$ cat config.mk
export PLATFORM = sky130hd
export DESIGN_NAME = clock_ctrl
export DESIGN_NICKNAME = d
export VERILOG_FILES = /design/src/rtl/clock_ctrl.sv
export SDC_FILE = /design/constraint.sdc
export NUM_CORES = 1
export LEC_CHECK = 0
export CORE_MARGIN = 3
export CORE_UTILIZATION = 43
export DETAILED_ROUTE_END_ITERATION = 7
export PLACE_DENSITY_LB_ADDON = 0.25
export SKIP_CTS_REPAIR_TIMING = 1
export SYNTH_ARGS = -nofsm -noshare
export SYNTH_HDL_FRONTEND = slang
export SYNTH_SLANG_ARGS = --single-unit
$ cat constraint.sdc
create_clock -name clk -period 3.15 [get_ports clk]
set_clock_uncertainty 0.2 [all_clocks]
set_input_delay 0.4725 -clock clk [delete_from_list [all_inputs] [get_ports clk]]
set_output_delay 0.4725 -clock clk [all_outputs]
set_load 0.01 [all_outputs]
$ cat src/rtl/clock_ctrl.sv
// clock_ctrl: one-second tick prescaler and user time-set state machine
// for the 12-hour BCD time counter. Edits hours, then minutes, then commits
// the edited time with a one-cycle load strobe.
module clock_ctrl #(
  parameter int unsigned TICK_DIV  = 10000000,
  parameter int unsigned BLINK_DIV = 2500000,
  parameter int unsigned TIMEOUT   = 300000000
) (
  input  logic       clk,
  input  logic       reset,
  input  logic       btn_mode,
  input  logic       btn_inc,
  input  logic [6:0] cur_hh,
  input  logic [7:0] cur_mm,
  input  logic       cur_pm,
  output logic       tick,
  output logic       load,
  output logic [6:0] ld_hh,
  output logic [7:0] ld_mm,
  output logic       ld_pm,
  output logic [1:0] mode,
  output logic       blink
);

  localparam int unsigned PW = $clog2(TICK_DIV + 1);
  localparam int unsigned BW = $clog2(BLINK_DIV + 1);
  localparam int unsigned TW = $clog2(TIMEOUT + 1);

  localparam logic [PW-1:0] PRESC_MAX = PW'(TICK_DIV - 1);
  localparam logic [BW-1:0] BLINK_MAX = BW'(BLINK_DIV - 1);
  localparam logic [TW-1:0] TO_MAX    = TW'(TIMEOUT - 1);

  typedef enum logic [1:0] {
    ST_RUN    = 2'd0,
    ST_SET_HH = 2'd1,
    ST_SET_MM = 2'd2,
    ST_COMMIT = 2'd3
  } state_t;

  state_t        state, state_n;
  logic [PW-1:0] presc, presc_n;
  logic [BW-1:0] bl_cnt, bl_cnt_n;
  logic [TW-1:0] to_cnt, to_cnt_n;
  logic          tick_n, load_n, blink_n, ld_pm_n;
  logic [6:0]    ld_hh_n;
  logic [7:0]    ld_mm_n;
  logic [7:0]    hh_step;
  logic [7:0]    mm_step;
  logic          btn_any;
  logic          set_stay;

  // BCD hour increment 01..12; returns {pm_toggle, next_hh}
  function automatic logic [7:0] hh_inc(input logic [6:0] hh);
    logic [2:0] t;
    logic [3:0] u;
    logic       ok;
    t  = hh[6:4];
    u  = hh[3:0];
    ok = ((t == 3'd0) && (u != 4'd0) && (u <= 4'd9)) ||
         ((t == 3'd1) && (u <= 4'd2));
    if (!ok)                return {1'b0, 7'h01};
    else if (hh == 7'h11)   return {1'b1, 7'h12};
    else if (hh == 7'h12)   return {1'b0, 7'h01};
    else if (u == 4'd9)     return {1'b0, t + 3'd1, 4'd0};
    else                    return {1'b0, t, u + 4'd1};
  endfunction

  // BCD minute increment 00..59, no carry out
  function automatic logic [7:0] mm_inc(input logic [7:0] mm);
    logic [3:0] t;
    logic [3:0] u;
    t = mm[7:4];
    u = mm[3:0];
    if ((t > 4'd5) || (u > 4'd9)) return 8'h00;
    else if (mm == 8'h59)         return 8'h00;
    else if (u == 4'd9)           return {t + 4'd1, 4'd0};
    else                          return {t, u + 4'd1};
  endfunction

  assign hh_step = hh_inc(ld_hh);
  assign mm_step = mm_inc(ld_mm);
  assign btn_any = btn_mode | btn_inc;
  assign mode    = state;

  // Next-state, edit registers, prescaler, timeout and blink control
  always_comb begin
    state_n  = state;
    presc_n  = '0;
    bl_cnt_n = '0;
    to_cnt_n = '0;
    tick_n   = 1'b0;
    load_n   = 1'b0;
    blink_n  = 1'b0;
    ld_hh_n  = ld_hh;
    ld_mm_n  = ld_mm;
    ld_pm_n  = ld_pm;
    set_stay = 1'b0;

    case (state)
      ST_RUN: begin
        if (btn_mode) begin
          state_n = ST_SET_HH;
          ld_hh_n = cur_hh;
          ld_mm_n = cur_mm;
          ld_pm_n = cur_pm;
        end
      end
      ST_SET_HH: begin
        if (btn_mode) begin
          state_n = ST_SET_MM;
        end else if (btn_inc) begin
          ld_hh_n = hh_step[6:0];
          ld_pm_n = ld_pm ^ hh_step[7];
        end else if (to_cnt == TO_MAX) begin
          state_n = ST_RUN;
        end
      end
      ST_SET_MM: begin
        if (btn_mode) begin
          state_n = ST_COMMIT;
        end else if (btn_inc) begin
          ld_mm_n = mm_step;
        end else if (to_cnt == TO_MAX) begin
          state_n = ST_RUN;
        end
      end
      ST_COMMIT: begin
        state_n = ST_RUN;
      end
      default: begin
        state_n = ST_RUN;
      end
    endcase

    // Prescaler only runs while staying in RUN; any other path restarts it at 0
    if ((state == ST_RUN) && (state_n == ST_RUN)) begin
      presc_n = (presc == PRESC_MAX) ? '0 : presc + PW'(1);
    end
    tick_n = (state_n == ST_RUN) && (presc_n == PRESC_MAX);
    load_n = (state_n == ST_COMMIT);

    // Timeout and blink advance only while remaining in the same set state;
    // entering SET_HH or SET_MM starts both from zero
    set_stay = ((state_n == ST_SET_HH) || (state_n == ST_SET_MM)) && (state_n == state);
    if (set_stay) begin
      to_cnt_n = btn_any ? '0 : to_cnt + TW'(1);
      if (bl_cnt == BLINK_MAX) begin
        bl_cnt_n = '0;
        blink_n  = ~blink;
      end else begin
        bl_cnt_n = bl_cnt + BW'(1);
        blink_n  = blink;
      end
    end
  end

  // State and output registers
  always_ff @(posedge clk) begin
    if (reset) begin
      state  <= ST_RUN;
      presc  <= '0;
      bl_cnt <= '0;
      to_cnt <= '0;
      tick   <= 1'b0;
      load   <= 1'b0;
      blink  <= 1'b0;
      ld_hh  <= 7'h12;
      ld_mm  <= 8'h00;
      ld_pm  <= 1'b0;
    end else begin
      state  <= state_n;
      presc  <= presc_n;
      bl_cnt <= bl_cnt_n;
      to_cnt <= to_cnt_n;
      tick   <= tick_n;
      load   <= load_n;
      blink  <= blink_n;
      ld_hh  <= ld_hh_n;
      ld_mm  <= ld_mm_n;
      ld_pm  <= ld_pm_n;
    end
  end

endmodule

# After elaboration in Yosys (flattened, before gate mapping)
# Cells that the tools add are included.
# totals
word_cells	100
input_bits	20
regBits	96
output_inout_bits	21
# classes
n_reduce_logical	22
order_cmp	4
n_eq_ne	24
addsub	7
muxes	27
bitwise_logic	4
# ops
cell	count
$mux W8	8
$eq A24 B24 Y1 const B	2
$mux W24	2
$mux W7	5
$add A29 B1 Y29 const B	1
$eq A29 B29 Y1 const B	1
$add A24 B1 Y24 const B	1
$add A22 B1 Y22 const B	1
$eq A22 B22 Y1 const B	1
$pmux W8 S2	1
$eq A7 B5 Y1 const B	2
$pmux W7 S2	1
$add A4 B1 Y4 const B	3
$mux W2	5
$ne A2 B2 Y1 const B	5
$reduce_and A5 Y1	2
$eq A2 B2 Y1 const B	4
$eq A4 B4 Y1 const B	2
$eq A8 B7 Y1 const B	1
$pmux W2 S4	1
$reduce_and A4 Y1	2
$logic_and A1 B1 Y1	6
$reduce_or A3 Y1	2
$ne A5 B5 Y1 const B	1
other kinds (20)	28

# Logic depth before layout (Yosys ltp)
# logic_depth
depth_word	10
ltp_mapped	14
mapped_depth_nobuf	14

# Worst setup path before layout
# OpenSTA, ideal clock, no wires.
# synth_timing
path_type	flip-flop to flip-flop
start	register to_cnt[0]
end	register tick
required_time_ns	2.858
t_arrival_ns	2.942
path_slack_ns	-0.084
synth_period_minus_slack_ns	3.234
setup_time_ns	0.092
path_stages_with_launch	15
path_buffers	0
cell_sequence	dfxtp_1 -> ha_1 -> nand3_1 -> or3_4 -> nor4_4 -> a211oi_1 -> a31o_2 -> inv_1 -> ha_1 -> or3b_2 -> nor2_1 -> o31ai_1 -> nor2_1 -> nand4_1 -> nor4_1
# synth_between
elab_chain_cells	10
# synth_lines
element	line_no	source
start, declared	43	logic [TW-1:0] to_cnt, to_cnt_n;
start signal, assigned	174	to_cnt <= to_cnt_n;
$eq A29 B29 Y1 *	114, 123	
$mux W2 *	114, 123	
$mux W2 *	121	end else if (btn_inc) begin
$mux W2 (on tied branches)	119, 109	
$pmux W2 S4 *	99	case (state)
named net state_n[1]	40	state_t state, state_n;
$logic_not A2 Y1 *	136, 139	
$logic_and A1 B1 Y1	136	if ((state == ST_RUN) && (state_n == ST_RUN)) begin
$mux W24	136	
$eq A24 B24 Y1	139	tick_n = (state_n == ST_RUN) && (presc_n == PRESC_MAX);
$logic_and A1 B1 Y1 *	139	
end signal, assigned	175	tick <= tick_n;
end, declared	16	output logic tick,
# The timed path passes the listed nets; every way through them passes the cells marked *.
# A chain may end at the register's enable or synchronous reset.

# Final worst setup path
# layout_timing
start	register to_cnt[1]
end	register tick
# layout_between
elab_chain_cells	10
# layout_lines
element	line_no
$eq A29 B29 Y1 *	114, 123
$mux W2 *	114, 123
$mux W2 *	121
$mux W2 (on tied branches)	119, 109
$pmux W2 S4 *	99
$logic_not A2 Y1 *	136, 139
$logic_and A1 B1 Y1	136
$mux W24	136
$eq A24 B24 Y1	139
$logic_and A1 B1 Y1 *	139
# Every way passes the cells marked *; elsewhere a longest branch is shown, timed or not.

==> reports/results.tsv <==
stage	metric	value	unit
status	status	finished clean	
place	place_ws	-0.6091	ns
logic_synthesis	syn_nets	634	
worst_setup_path	worstPathCellList	ha_4 -> nand3_2 -> or3_4 -> nor4_4 -> buf_4 -> o31a_1 -> ha_4 -> or3b_4 -> nor2_4 -> o31ai_2 -> nor2_1 -> nand4_1 -> nor4_2	
place	dp.cells	785	
logic_synthesis	netlist_instances	603	
worst_setup_path	cp_slowest_cell	or3_4	
worst_setup_path	path_common_cell	ha_4	
global_route	grt_usage	16.61	%
clock_network	htreeDepth	3	
power	total_power	2.653	mW
clock_network	cts_buffers	9	
sta	setup_tns	0	ns
global_route	grt_start_max_net_pins	30	
routing	wire_per_inst	13.89	um
clock_network	cts_tree	done	
die	rows	38	
logic_synthesis	yosysTopAreaCell	dfxtp_1	
worst_setup_path	crit_path_end_kind	flop	
sta	tightest_slew	0.6070	ns
place	placed_area	5677	um2
worst_setup_path	r2r_slack	0.002	ns
cells_and_area	synthToLayoutAreaGrowth	21.29	%
sta	rsz0062_at_grt	yes	
routing	drt-total-wl	11170	um
power	p_seq_share	48.1	%
logic_synthesis	yosysSeqAreaShare	38.34	%
logic_synthesis	synth_ff_type	dfxtp_1	
worst_setup_path	start_kind	flop	
run	maxCapViolCount	0	
logic_synthesis	synth_top_area_share	38.34	%
routing	drc	0	
global_route	overflow	0	
die	die_x	114.0	um
power	pwr_density_cell	436.3	nW/um2
cells_and_area	final_area	6080	um2
power	cell_internal_pwr	1.941	mW
logic_synthesis	yosysUniqueCellTypes	68	
routing	ant_nets	0	
worst_setup_path	required	3.21	ns
clock_network	clock-sinks	96	
place	dpl.hpwl	7631	um
sta	finalSetupViolations	0	
worst_setup_path	cp_slowest_stage_delay	0.43	ns
sta	final_hold_viol_count	0	
worst_setup_path	crit_type	flop to flop	
cells_and_area	layout-drive-gt1-share	11.45	%
logic_synthesis	synth-edff-count	0	
die	die_area	12990	um2
sta	period_share	99.95	%
power	ir_drop	0.0003567	V
power	p_clk_share	41.0	%
logic_synthesis	async_flop_share	0	%
logic_synthesis	synth_area_leaders	dfxtp_1, nor2_1, xor2_1, xnor2_1, nand2_1	
die	die-height	114.0	um
routing	dr_total_vias	4407	
sta	layout_setup_ws	0.001710	ns
worst_setup_path	cp_max_fo	3	
worst_setup_path	arrival	3.21	ns
logic_synthesis	ys_ff_latch	96	
place	port_buffers	40	
routing	drt_iter0_drc	233	
die	pin_count	41	
power	switching_share	26.81	%
global_route	grt_pass1_vias	3992	
logic_synthesis	netlist_area	5012	um2
logic_synthesis	synth_warnings	0	
sta	fmax	317.6	MHz
routing	drt_pass1_iterations	4	
clock_network	clk_latency	0.35	ns
clock_network	cts.clk_slew.worst_paths	0.07	ns
clock_network	clockBufferDepth	2	
cells_and_area	antenna-diode-count	0	
power	power.switching	0.7113	mW
cells_and_area	fin_cells	804	
cells_and_area	nNetsFinal	690	
sta	min_period	3.148	ns
global_route	antenna_found_initial	0	
logic_synthesis	syn_area_per_cell	8.312	um2
routing	via_per_inst	5.481	
sta	timing.slew.headroom	58.49	%
sta	drv_slew	0	
die	core	11130	um2
global_route	grt_pass1_wl	18100	um
place	place_congestion	0.8370	
clock_network	cts_root_buffer	clkbuf_16	
worst_hold_path	timing.hold.worst.class	flop to flop	
power	p_leak	2.077	nW
die	initial_core_util	45.05	%
power	power.share.combinational	10.9	%
## stage by stage
stage | hold slack, ns | utilization (%)
6_report | 0.2761 | 54.64
5_1_grt | 0.3066 | 54.64
4_1_cts | 0.2904 | 53.71
3_5_place_dp | 0.2748 | 51.02
3_3_place_gp | 0.2452 | 51.02
2_1_floorplan | 0.2297 | -
## Yosys cell counts, types with 15 or more instances
cell      instances
nor3_1           17
clkbuf_1         15
nand2_1          49
nand3_1          34
xor2_1           38
xnor2_1          32
dfxtp_1          96
nand4_1          21
inv_1            22
nor2_1          107
## cell type report
cell class,count,area (um2)
inverters,22,82.58
fillers,1054,5046
clock buffers,9,225.2
multi-input cells,461,2967
repair buffers,69,630.6
well taps,140,175.2
flip-flops and latches,96,1926
clock inverters,7,73.82
## power by group through the flow
stage / registers (mW) / logic (mW) / clock network, mW
2_1_floorplan: 1.30 / 0.166 / 0
3_3_place_gp: 1.30 / 0.269 / 0
3_5_place_dp: 1.30 / 0.275 / 0
4_1_cts: 1.28 / 0.277 / 1.12
5_1_grt: 1.28 / 0.319 / 1.17
6_report: 1.28 / 0.288 / 1.09
## logic make-up (layout without fill, tap and decap cells)
kind of cell,Yosys count,after routing,synth area share [%]
AOI/OAI and AO/OA,74,74,10.86
xor gates and xnor gates,70,70,12.23
adders and majority gates,12,12,2.970
buffers and inverters,48,107,4.418
DFF,96,96,38.34
muxes,2,2,0.3994
and+or+nand+nor,301,303,30.78
## per-layer routing
metal  vias up  wire length, um  share of wire [%]  global-route usage [%]
met3        13              456                4.1                   4.456
met4         0              133                1.2                   4.355
met2        84             5269                 47                   26.58
met5         -                0                  0                       0
li1       2227                -                  -                       -
met1      2083             5309                 48                   22.27
## cells in the final DEF, fill, tap and decap left out, types with 4 or more instances in the layout
| cell type | instances |
|---|---|
| xnor2_1 | 32 |
| inv_1 | 21 |
| nor4_1 | 10 |
| nand3_1 | 32 |
| and3_1 | 9 |
| a211oi_1 | 4 |
| xor2_1 | 38 |
| buf_4 | 28 |
| a22oi_1 | 7 |
| o211ai_1 | 4 |
| a21o_1 | 4 |
| ha_1 | 9 |
| o21ai_0 | 10 |
| nand2b_1 | 9 |
| nand2_1 | 49 |
| nor3_1 | 17 |
| nor4b_1 | 6 |
| and4_1 | 4 |
| clkbuf_16 | 9 |
| o31ai_1 | 5 |
| nor2_1 | 106 |
| dfxtp_1 | 93 |
| clkdlybuf4s50_1 | 40 |
| a21oi_1 | 11 |
| nand4_1 | 21 |
## critical path, delay by kind of cell, from the launching register on
kind                       cells  cell delay, ns
and+or+nand+nor                8            1.74
DFF                            1            0.35
adders and majority gates      2            0.29
AOI/OAI and AO/OA              2            0.29
buffers and inverters          1            0.17
## sequential cells by signal (all words and copies together), names as in the netlist
| register | count |
|---|---|
| tick | 1 |
| ld_hh | 7 |
| ld_pm | 1 |
| to_cnt | 29 |
| ld_mm | 8 |
| load | 1 |
| presc | 24 |
| mode | 2 |
| blink | 1 |
| bl_cnt | 22 |
## worst paths after layout
check	to	cells past startpoint	start
max	tick	13	to_cnt[1]
max reg2reg	tick	13	to_cnt[1]
min	bl_cnt[0]	1	bl_cnt[0]
min reg2reg	bl_cnt[0]	1	bl_cnt[0]
No activity file was read; power rests on OpenSTA's default activity.
